### src/rtl/keypad_matrix_scanner.sv
`default_nettype none
// ============================================================================
//  Module   : keypad_matrix_scanner
//  Purpose  : Rotating one-hot column scanner for a matrix keypad. It debounces
//             whole scans, rejects ghost presses and reports the encoded key.
//  Revision : 1.0 - initial parametrised release
// ============================================================================
module keypad_matrix_scanner #(
    parameter int N_COLS   = 4,
    parameter int N_ROWS   = 4,
    parameter int SCAN_DIV = 1000,
    parameter int DEBOUNCE = 4,
    parameter int CODE_W   = $clog2(N_COLS * N_ROWS)
) (
    input  logic              clk1,
    input  logic              rst,
    input  logic              en,
    input  logic [N_ROWS-1:0] row,
    output logic [N_COLS-1:0] col,
    output logic [CODE_W-1:0] key_code,
    output logic              key_valid,
    output logic              key_held
);

    localparam int c_dwell_w = $clog2(SCAN_DIV);
    localparam int c_cidx_w  = $clog2(N_COLS);
    localparam int c_deb_w   = $clog2(DEBOUNCE + 1);

    localparam logic [c_dwell_w-1:0] c_dwell_last = c_dwell_w'(SCAN_DIV - 1);
    localparam logic [c_cidx_w-1:0]  c_col_last   = c_cidx_w'(N_COLS - 1);
    localparam logic [c_deb_w-1:0]   c_deb_max    = c_deb_w'(DEBOUNCE);
    localparam logic [c_deb_w-1:0]   c_deb_one    = c_deb_w'(1);

    // Scan result kinds; the code field is only meaningful for c_res_key.
    localparam logic [1:0] c_res_none  = 2'd0;
    localparam logic [1:0] c_res_key   = 2'd1;
    localparam logic [1:0] c_res_multi = 2'd2;

    logic [N_ROWS-1:0]    r_row_s1;
    logic [N_ROWS-1:0]    r_row_s2;
    logic                 r_run;
    logic [c_dwell_w-1:0] r_dwell;
    logic [c_cidx_w-1:0]  r_cidx;
    logic [1:0]           r_cnt;
    logic [CODE_W-1:0]    r_pos;
    logic [1:0]           r_prev_kind;
    logic [CODE_W-1:0]    r_prev_code;
    logic [c_deb_w-1:0]   r_deb;
    logic [CODE_W-1:0]    r_key_code;
    logic                 r_key_held;
    logic                 r_key_valid;

    logic                 w_sample;
    logic                 w_last_col;
    logic [1:0]           w_pop;
    logic [CODE_W-1:0]    w_hit_row;
    logic [2:0]           w_sum;
    logic [1:0]           w_tot;
    logic [CODE_W-1:0]    w_pos;
    logic [1:0]           w_res_kind;
    logic [CODE_W-1:0]    w_res_code;
    logic                 w_same;
    logic [c_deb_w-1:0]   w_deb_next;
    logic                 w_accept;

    always_ff @(posedge clk1) begin
        if (rst) begin
            r_row_s1 <= '0;
            r_row_s2 <= '0;
        end else begin
            r_row_s1 <= row;
            r_row_s2 <= r_row_s1;
        end
    end

    always_comb begin
        col = '0;
        for (int c = 0; c < N_COLS; c++) begin
            col[c] = r_run && (r_cidx == c_cidx_w'(c));
        end
    end

    always_comb begin
        w_sample   = r_run && en && (r_dwell == c_dwell_last);
        w_last_col = (r_cidx == c_col_last);

        w_pop     = 2'd0;
        w_hit_row = '0;
        for (int r = 0; r < N_ROWS; r++) begin
            if (r_row_s2[r]) begin
                if (w_pop != 2'd2) begin
                    w_pop = w_pop + 2'd1;
                end
                w_hit_row = CODE_W'(r);
            end
        end

        w_sum = {1'b0, r_cnt} + {1'b0, w_pop};
        w_tot = (w_sum >= 3'd2) ? 2'd2 : w_sum[1:0];
        w_pos = (w_pop != 2'd0) ? (CODE_W'(r_cidx) * CODE_W'(N_ROWS) + w_hit_row) : r_pos;

        w_res_kind = c_res_multi;
        w_res_code = '0;
        if (w_tot == 2'd0) begin
            w_res_kind = c_res_none;
        end else if (w_tot == 2'd1) begin
            w_res_kind = c_res_key;
            w_res_code = w_pos;
        end

        w_same = (w_res_kind == r_prev_kind) && (w_res_code == r_prev_code);
        if (!w_same) begin
            w_deb_next = c_deb_one;
        end else if (r_deb == c_deb_max) begin
            w_deb_next = r_deb;
        end else begin
            w_deb_next = r_deb + c_deb_one;
        end
        w_accept = (w_deb_next == c_deb_max);
    end

    always_ff @(posedge clk1) begin
        if (rst) begin
            r_run       <= 1'b0;
            r_dwell     <= '0;
            r_cidx      <= '0;
            r_cnt       <= 2'd0;
            r_pos       <= '0;
            r_prev_kind <= c_res_none;
            r_prev_code <= '0;
            r_deb       <= '0;
            r_key_code  <= '0;
            r_key_held  <= 1'b0;
            r_key_valid <= 1'b0;
        end else if (!en) begin
            // Key state and the previous result survive a pause in scanning.
            r_run       <= 1'b0;
            r_dwell     <= '0;
            r_cidx      <= '0;
            r_cnt       <= 2'd0;
            r_pos       <= '0;
            r_deb       <= '0;
            r_key_valid <= 1'b0;
        end else begin
            r_run       <= 1'b1;
            r_key_valid <= 1'b0;
            if (r_run) begin
                if (r_dwell == c_dwell_last) begin
                    r_dwell <= '0;
                    r_cidx  <= w_last_col ? '0 : r_cidx + c_cidx_w'(1);
                end else begin
                    r_dwell <= r_dwell + c_dwell_w'(1);
                end
            end
            if (w_sample) begin
                if (w_last_col) begin
                    r_cnt <= 2'd0;
                    r_pos <= '0;
                    r_deb <= w_deb_next;
                    if (!w_same) begin
                        r_prev_kind <= w_res_kind;
                        r_prev_code <= w_res_code;
                    end
                    if (w_accept) begin
                        if (w_res_kind == c_res_key) begin
                            if (!r_key_held || (w_res_code != r_key_code)) begin
                                r_key_code  <= w_res_code;
                                r_key_held  <= 1'b1;
                                r_key_valid <= 1'b1;
                            end
                        end else if (w_res_kind == c_res_none) begin
                            r_key_held <= 1'b0;
                        end
                    end
                end else begin
                    r_cnt <= w_tot;
                    r_pos <= w_pos;
                end
            end
        end
    end

    assign key_code  = r_key_code;
    assign key_valid = r_key_valid;
    assign key_held  = r_key_held;

endmodule
`default_nettype wire
### config.mk
export PLATFORM = sky130hd
export DESIGN_NAME = keypad_matrix_scanner
export DESIGN_NICKNAME = d
export VERILOG_FILES = /design/src/rtl/keypad_matrix_scanner.sv
export SDC_FILE = /design/constraint.sdc
export NUM_CORES = 1
export LEC_CHECK = 0
export BUFFER_PORTS_ARGS = -buffer_cell sky130_fd_sc_hd__buf_2
export CORE_AREA = 2 2 55 83
export DETAILED_ROUTE_END_ITERATION = 10
export DIE_AREA = 0 0 57 85
export HOLD_SLACK_MARGIN = 0.12
export PLACE_DENSITY = 0.77
export SLEW_MARGIN = 0
export SYNTH_ARGS = -nofsm -noshare
export SYNTH_HDL_FRONTEND = slang
export SYNTH_SLANG_ARGS = --single-unit
### constraint.sdc
create_clock -name clk1 -period 4.8 [get_ports clk1]
set_input_delay 0 -clock clk1 [delete_from_list [all_inputs] [get_ports clk1]]
set_output_delay 0 -clock clk1 [all_outputs]
set_load 0.01 [all_outputs]
==> results of run 1 <==
## cell usage in the layout (no fill, tap or decap), drive strengths merged, types with 2 or more instances in the layout
master       netlist  final
ha                12     12
nand3             13     13
buf                3     17
nand2             15     15
a21oi             14     14
mux2               5      5
nand4              7      7
dfxtp             42     42
dlygate4sd3        0      5
and3               4      4
inv               14     14
nor3               9      9
nor2              41     41
xor2               9      9
clkbuf             6      7
mux2i             10     10
nor4               5      5
a31oi              3      3
o22ai              2      2
or2                2      2
and2               8      8
o21ai              6      6
and2b              2      2
nor2b             10     10
a211oi             4      4
xnor2              4      4
nand2b             4      4
## worst min path at each step
| stage | endpoint | slack [ns] |
|---|---|---|
| 3_5_place_dp | r_row_s1[0] | 0.22 |
| 4_1_cts | r_deb[2] | 0.21 |
| 5_1_grt | r_deb[2] | 0.26 |
| 2_1_floorplan | r_row_s1[0] | 0.13 |
| 6_report | r_deb[2] | 0.21 |
| 3_3_place_gp | r_row_s1[0] | 0.21 |
## timing repair
| action | in CTS | in global routing |
|---|---|---|
| hold buffers | 5 | 0 |
| endpoints found under the hold margin | 7 | 0 |
| gates resized for setup | 0 | 0 |
## cell usage after synthesis, drive strengths merged, types with 2 or more instances
cell     n
o21ai    6
o22ai    2
xnor2    4
or2      2
nor3     9
mux2i   10
buf      3
ha      12
xor2     9
a31oi    3
a211oi   4
and2     8
and2b    2
nand2b   4
nand4    7
inv     14
mux2     5
and3     4
a21oi   14
nand3   13
nor2b   10
clkbuf   6
nor2    41
nor4     5
dfxtp   42
nand2   15
## per-stage QoR
step           utilization [%]  worst slack (ns)  hold WS [ns]  total power (W)  instances
2_1_floorplan                -             0.888         0.128         0.000419        272
3_3_place_gp              60.6             0.730         0.210         0.000433        326
3_5_place_dp              60.6             0.546         0.218         0.000435        326
4_1_cts                   63.6             0.521         0.213         0.000647        338
5_1_grt                   63.6             0.200         0.257         0.000670        338
6_report                  63.6             0.460         0.212         0.000644        338
## worst max-delay path, delay by kind of cell (launching register included)
family	cells	cell delay (ns)
adders and majority gates	4	1.16
muxes	4	1.04
and+or+nand+nor	4	0.95
AOI/OAI and AO/OA	2	0.46
DFF	1	0.37
buffers and inverters	4	0.26
## flip-flops by register name (all words and copies together), names as in the netlist, 2 cells and up
name and count:
key_code 4, r_cidx 2, r_cnt 2, r_deb 3
r_dwell 10, r_pos 4, r_prev_code 4, r_prev_kind 2
r_row_s1 4, r_row_s2 4
## metal layers
layer	global-route usage (%)	wire, µm
met1	26.9	2070
met2	41.2	2680
met3	3.05	122
met4	13.3	223
met5	0	0
## logic make-up (layout without fill, tap and decap cells)
logic type,Yosys count,in the layout,share of synthesized area (%)
compound gates,38,38,12.8
xor+xnor,13,13,4.75
fa+ha+maj,13,13,7.10
mux,15,15,7.15
flops,42,42,35.1
buf+inv,23,43,3.71
simple gates,128,128,29.4
## where the power goes
part           switching (W)  internal (W)
sequential        0.00000433      0.000352
clock               0.000112      0.000100
combinational      0.0000455     0.0000300
## area by class of cell
class                   count  area share [%]
repair buffers             22            5.23
inverters                  14            2.00
multi-input cells         207            55.8
clock buffers               7            2.90
well taps                  46            2.19
flip-flops and latches     42            31.9
==> out/qor.txt, run 1 <==
Number of flops mapped to enable cells by yosys = 0
Leading cell types by total area after synthesis = dfxtp_1, nor2_1, ha_1, mux2i_1, xor2_1
Dominant cell type by area after synthesis = dfxtp_1
Share of the yosys chip area belonging to registers = 35.1%
Origin of the critical flop-to-flop path = r_row_s2[1]
Share of cells above drive strength 1 = 15.8%
Slew Limit Fails = 0
Worst endpoint data arrival time = 4.53 ns
Post-Syn Nets = 292
Largest fanout on the critical path = 7
Outcome = finished, final reports clean
Area of the multi-input gates = 0.00147 mm²
Most used DFF post-synth = dfxtp_1
Number of sinks on the clock net = 42
Max-cap violations = 0
Overall track demand over capacity in global routing = 23.5%
Timing endpoint of the critical path = key_code[1]
Slew @ Worst Pin = 0.929 ns
Distinct cells, synth = 55
Number of synthesized register bits = 42
Area of all sequential standard cells = 841 µm²
Post-route clock skew = 0.00959 ns
Reg2Reg Depth = 18
Die Span X = 57 µm
Layout area overhead = 9.81%
Number of routed nets with antenna violations = 0
Synthesized instance count = 272
Clock tree from TritonCTS = done
Library cell appearing most often on the critical path = inv_1
Worst IR drop on VDD = 0.000245 V
Number of hold violations in the final report = 0
Nets = 312
Placeable Area = 0.00414 mm²
Critical path's largest stage delay = 0.54 ns
Initial Util = 58.0%
Critical Setup Path Class = reg -> reg
Worst min-delay path class = in -> reg
Largest net degree at the start of global routing = 23
Overflow left after global routing = 0
Clock-pin slew reported for the worst setup and hold paths after clock tree synthesis = 0.08 ns
Register-to-register path setup slack = 0.46 ns
Layout Cell Area excl Fill = 0.00263 mm²
Number of top-level pins = 17
Slew margin rel. = 37.2%
Count of inserted antenna diode cells = 0
CP Cell Sequence = inv_1 -> ha_1 -> mux2_4 -> inv_1 -> ha_1 -> mux2i_2 -> inv_1 -> ha_1 -> inv_1 -> fa_1 -> nand3_1 -> a221oi_1 -> o21ai_0 -> mux2_2 -> nand4_4 -> nor4_4 -> and3_4 -> mux2_4
Setup TNS after final layout = 0 ns
Fin crit share = 90.4%
Setup Fix Bufs, Post-CTS = 0
Required time reported for the critical path endpoint = 4.99 ns
Post-route minimum period = 4.34 ns
Dpl hpwl = 3860 µm
Antenna violations before repair = 0
Number of cells traversed by the worst hold path = 3
Wire length of the first global-routing pass = 9120 µm
Post-detailed-route DRC marker count = 0
CP max stage cell = fa_1
Die ar. = 0.00485 mm²
Row count = 29
Vias in the first global route = 2,023
Clock tree root buffer cell = clkbuf_8
Number of buffer cells added on primary ports = 16
Via density = 5.93
Synth Warn # = 0
Vias = 2,005
Asr flop ratio synth = 0%
Mapped Area = 0.00240 mm²
1st-pass router iterations = 5
Synth top area share = 35.1%
Maximum operating frequency = 230 MHz
Leakage power figure = 0.957 nW
Crit Reg-Reg Endpoint = key_code[1]
Maximum buffer depth of the clock tree = 2
Power per cell area = 245 mW/mm²
Drt wl/cell = 15.1 µm
Number of endpoints failing setup at the final stage = 0
Aggregate routed wire length = 5100 µm
Clock insertion delay at the later pin of the skew report = 0.29 ns
Fillers = 383
Category of the worst setup path launch point = flip-flop
Endpoint type of the worst setup path = flip-flop
Startpoint of the worst hold path = en
Number of violations reported at the end of detailed-routing iteration 0 = 48
Post-placement cell area = 0.00251 mm²
Start point of the critical path = r_row_s2[1]
H-tree levels = 2
Weighted congestion reported at the end of routability-driven placement = 0.880
RSZ-0062 raised after global routing = false
Post-synthesis average cell area = 8.81 µm²
Number of buffers created by CTS = 5
Die boundary height = 85 µm
Note: power is estimated with default switching activity, not from simulation.
==> run 2, diff against run 1 <==
--- a/config.mk
+++ b/config.mk
@@ -5,12 +5,13 @@
 export SDC_FILE = /design/constraint.sdc
 export NUM_CORES = 1
 export LEC_CHECK = 0
+export ABC_AREA = 1
 export BUFFER_PORTS_ARGS = -buffer_cell sky130_fd_sc_hd__buf_2
-export CORE_AREA = 2 2 55 83
+export CORE_AREA = 2 2 55 82
 export DETAILED_ROUTE_END_ITERATION = 10
-export DIE_AREA = 0 0 57 85
+export DIE_AREA = 0 0 57 84
 export HOLD_SLACK_MARGIN = 0.12
-export PLACE_DENSITY = 0.77
+export PLACE_DENSITY = 0.76
 export SLEW_MARGIN = 0
 export SYNTH_ARGS = -nofsm -noshare
 export SYNTH_HDL_FRONTEND = slang
==> out/qor.txt, run 2 <==
Largest register FFs = 10 (unchanged)
Maximum operating frequency = 267 MHz (was 230 MHz)
CP max stage cell = fa_1 (unchanged)
1st-pass router iterations = 6 (was 5)
Via density = 5.26 (was 5.93)
Slew @ Worst Pin = 0.477 ns (was 0.929 ns)
Clock network fraction of total power = 32.6% (was 32.9%)
CP Buf/Inv Count = 5 (was 4)
Leading cell types by total area after synthesis = dfxtp_1, nand2_1, inv_1, ha_1, nor2_1 (was dfxtp_1, nor2_1, ha_1, mux2i_1, xor2_1)
Power per cell area = 257 mW/mm² (was 245 mW/mm²)
Number of buffer cells added on primary ports = 16 (unchanged)
Switching fraction of total power = 27.5% (was 25.1%)
Number of synthesized register bits = 42 (unchanged)
Switching power summed over all nets = 0.000184 W (was 0.000161 W)
Layout Cell Area excl Fill = 0.00260 mm² (was 0.00263 mm²)
Number of sinks on the clock net = 42 (unchanged)
Setup TNS after final layout = 0 ns (unchanged)
Commonest non-fill, non-tap cell in the layout = nand2_1 (was dfxtp_1)
Number of hold violations in the final report = 0 (unchanged)
Share of cells above drive strength 1 = 14.9% (was 15.8%)
Vias = 2,047 (was 2,005)
Clock tree root buffer cell = clkbuf_8 (unchanged)
Die boundary height = 84 µm (was 85 µm)
Dominant cell type by area after synthesis = dfxtp_1 (unchanged)
Final setup margin = 1.06 ns (was 0.460 ns)
Mapped Area = 0.00232 mm² (was 0.00240 mm²)
Drt wl/cell = 12.1 µm (was 15.1 µm)
Finished Core Util = 62.9% (was 63.6%)
Category of the worst setup path launch point = flip-flop (unchanged)
Asr flop ratio synth = 0% (unchanged)
Slew Limit Fails = 0 (unchanged)
Top library cells by usage in the layout, fill and taps aside = nand2_1, inv_1, dfxtp_1 (was dfxtp_1, nor2_1, buf_2)
Setup Fix Bufs, Post-CTS = 0 (unchanged)
Number of flops mapped to enable cells by yosys = 0 (unchanged)
Required time reported for the critical path endpoint = 4.99 ns (about the same)
Worst min-delay path class = reg -> reg (was in -> reg)
Post-route clock skew = 0.0113 ns (was 0.00959 ns)
Layout area overhead = 12.1% (was 9.81%)
Maximum buffer depth of the clock tree = 2 (unchanged)
Worst IR drop on VDD = 0.000221 V (was 0.000245 V)
Number of routed nets with antenna violations = 0 (unchanged)
Endpoint type of the worst setup path = flip-flop (unchanged)
Critical path's top delay family = simple AND/OR/NAND/NOR gates (was adder cells)
Post-Syn Nets = 335 (was 292)
Row count = 29 (unchanged)
Wire length of the first global-routing pass = 8280 µm (was 9120 µm)
Distinct cells, synth = 39 (was 55)
Proportion of power drawn by combinational gates = 14.2% (was 11.7%)
Aggregate routed wire length = 4720 µm (was 5100 µm)
Weighted congestion reported at the end of routability-driven placement = 0.854 (was 0.880)
Post-detailed-route DRC marker count = 0 (unchanged)
CP Cell Sequence = inv_1 -> ha_1 -> nand2_1 -> and2_1 -> ha_1 -> or2_1 -> nand2_4 -> inv_1 -> ha_1 -> inv_1 -> fa_1 -> nand2_1 -> inv_1 -> nand2_1 -> inv_1 -> a22oi_1 -> o21ai_1 -> nor2_2 -> nand4_2 -> nor2_4 -> nand2_1 -> nand2_1 -> nor2_1 (was inv_1 -> ha_1 -> mux2_4 -> inv_1 -> ha_1 -> mux2i_2 -> inv_1 -> ha_1 -> inv_1 -> fa_1 -> nand3_1 -> a221oi_1 -> o21ai_0 -> mux2_2 -> nand4_4 -> nor4_4 -> and3_4 -> mux2_4)
Placeable Area = 0.00414 mm² (unchanged)
Number of violations reported at the end of detailed-routing iteration 0 = 52 (was 48)
Internal power of the cells = 0.000484 W (was 0.000482 W)
Synth Warn # = 0 (unchanged)
Largest net degree at the start of global routing = 15 (was 23)
Worst-case setup slack after placement = 1.07 ns (was 0.546 ns)
Clock insertion delay at the later pin of the skew report = 0.30 ns (was 0.29 ns)
Initial Util = 56.1% (was 58.0%)
Slew margin rel. = 68.2% (was 37.2%)
Number of endpoints failing setup at the final stage = 0 (unchanged)
Area of all sequential standard cells = 841 µm² (unchanged)
Post-placement cell area = 0.00242 mm² (was 0.00251 mm²)
Clock-pin slew reported for the worst setup and hold paths after clock tree synthesis = 0.07 ns (was 0.08 ns)
Number of top-level pins = 17 (unchanged)
Antenna violations before repair = 0 (unchanged)
Number of buffers created by CTS = 5 (unchanged)
Synth top area share = 36.2% (was 35.1%)
Die Span X = 57 µm (unchanged)
Worst endpoint data arrival time = 3.93 ns (was 4.53 ns)
Share of total power in sequential cells = 53.2% (was 55.4%)
Leakage power figure = 1.17 nW (was 0.957 nW)
Count of inserted antenna diode cells = 0 (unchanged)
Synthesized instance count = 315 (was 272)
Die ar. = 0.00479 mm² (was 0.00485 mm²)
Post-route minimum period = 3.74 ns (was 4.34 ns)
Most frequent cell after synthesis = nand2_1 (was dfxtp_1)
Dpl hpwl = 3440 µm (was 3860 µm)
Overflow left after global routing = 0 (unchanged)
RSZ-0062 raised after global routing = false (unchanged)
Outcome = finished, final reports clean (unchanged)
Clock tree from TritonCTS = done (unchanged)
Most used DFF post-synth = dfxtp_1 (unchanged)
Overall track demand over capacity in global routing = 21.8% (was 23.5%)
Nets = 363 (was 312)
H-tree levels = 2 (unchanged)
Critical path's largest stage delay = 0.41 ns (was 0.54 ns)
Vias in the first global route = 2,017 (was 2,023)
Share of the yosys chip area belonging to registers = 36.2% (was 35.1%)
Final total power = 0.000668 W (was 0.000644 W)
Largest fanout on the critical path = 14 (was 7)
Max-cap violations = 0 (unchanged)
Critical Setup Path Class = reg -> reg (unchanged)
Largest register by flop count = r_dwell (unchanged)
Commonest cells in the synthesized netlist = nand2_1, inv_1, dfxtp_1, nor2_1, a21oi_1 (was dfxtp_1, nor2_1, nand2_1, a21oi_1, inv_1)
Fillers = 383 (unchanged)
Area of the multi-input gates = 0.00122 mm² (was 0.00147 mm²)
Fin crit share = 77.9% (was 90.4%)
Post-synthesis average cell area = 7.36 µm² (was 8.81 µm²)
[run 2: worst reg2reg max path: stages (launching register included)]
cell,delay [ns]
dfxtp_1,0.36
inv_1,0.07
ha_1,0.27
nand2_1,0.05
and2_1,0.13
ha_1,0.18
or2_1,0.26
nand2_4,0.12
inv_1,0.05
ha_1,0.17
inv_1,0.07
fa_1,0.41
nand2_1,0.09
inv_1,0.08
nand2_1,0.09
inv_1,0.22
a22oi_1,0.21
o21ai_1,0.10
nor2_2,0.18
nand4_2,0.18
nor2_4,0.19
nand2_1,0.07
nand2_1,0.06
nor2_1,0.04
[run 2: stage by stage]
stage                     hold WS (ns)  std cells
final                            0.404        389
after global routing             0.430        389
after CTS                        0.403        389
after detailed placement         0.206        372
after global placement           0.201        372
after floorplan                  0.102        315
[run 2: cells by family after synthesis]
| group | count (synthesis) | synth area share (%) |
|---|---|---|
| flip-flops | 42 | 36.2 |
| adder cells (fa/ha/maj) | 13 | 7.34 |
| AND/OR/NAND/NOR | 148 | 32.8 |
| XOR/XNOR | 5 | 1.89 |
| buffers and inverters | 64 | 11.0 |
| AO/OA/AOI/OAI | 43 | 10.7 |
[run 2: repair_timing]
action / in CTS / in global routing
gates resized for setup: 0 / 0
endpoints found under the hold margin: 12 / 0
hold buffers: 10 / 0
[run 2: layout make-up]
cell class                      instances  area share [%]
Tap cell                               46            2.21
Sequential cell                        42            32.3
Clock buffer                            7            2.94
Timing Repair Buffer                   26            6.93
Multi-Input combinational cell        209            47.1
Inverter                               59            8.52
[run 2: power groups by stage]
stage / combinational (W) / clock (W) / sequential [W]
finish: 0.0000946 / 0.000218 / 0.000356
detailed placement: 0.0000870 / 0 / 0.000364
CTS: 0.0000939 / 0.000222 / 0.000356
floorplan: 0.0000711 / 0 / 0.000362
global route: 0.000106 / 0.000237 / 0.000356
global placement: 0.0000860 / 0 / 0.000364
[run 2: worst paths after layout]
kind | start | to | slack [ns] | cells after the start
worst max register to register | r_row_s2[1] | key_code[3] | 1.06 | 23
worst min-delay path | r_row_s1[2] | r_row_s2[2] | 0.40 | 2
worst max-delay path | r_row_s2[1] | key_code[3] | 1.06 | 23
worst min register to register | r_row_s1[2] | r_row_s2[2] | 0.40 | 2
[run 2: per-layer routing]
metal / GRT usage (%) / part of all wire, %
met5: 0 / 0
met4: 11.0 / 2.6
met3: 4.65 / 3.5
met2: 39.5 / 54
met1: 22.9 / 40
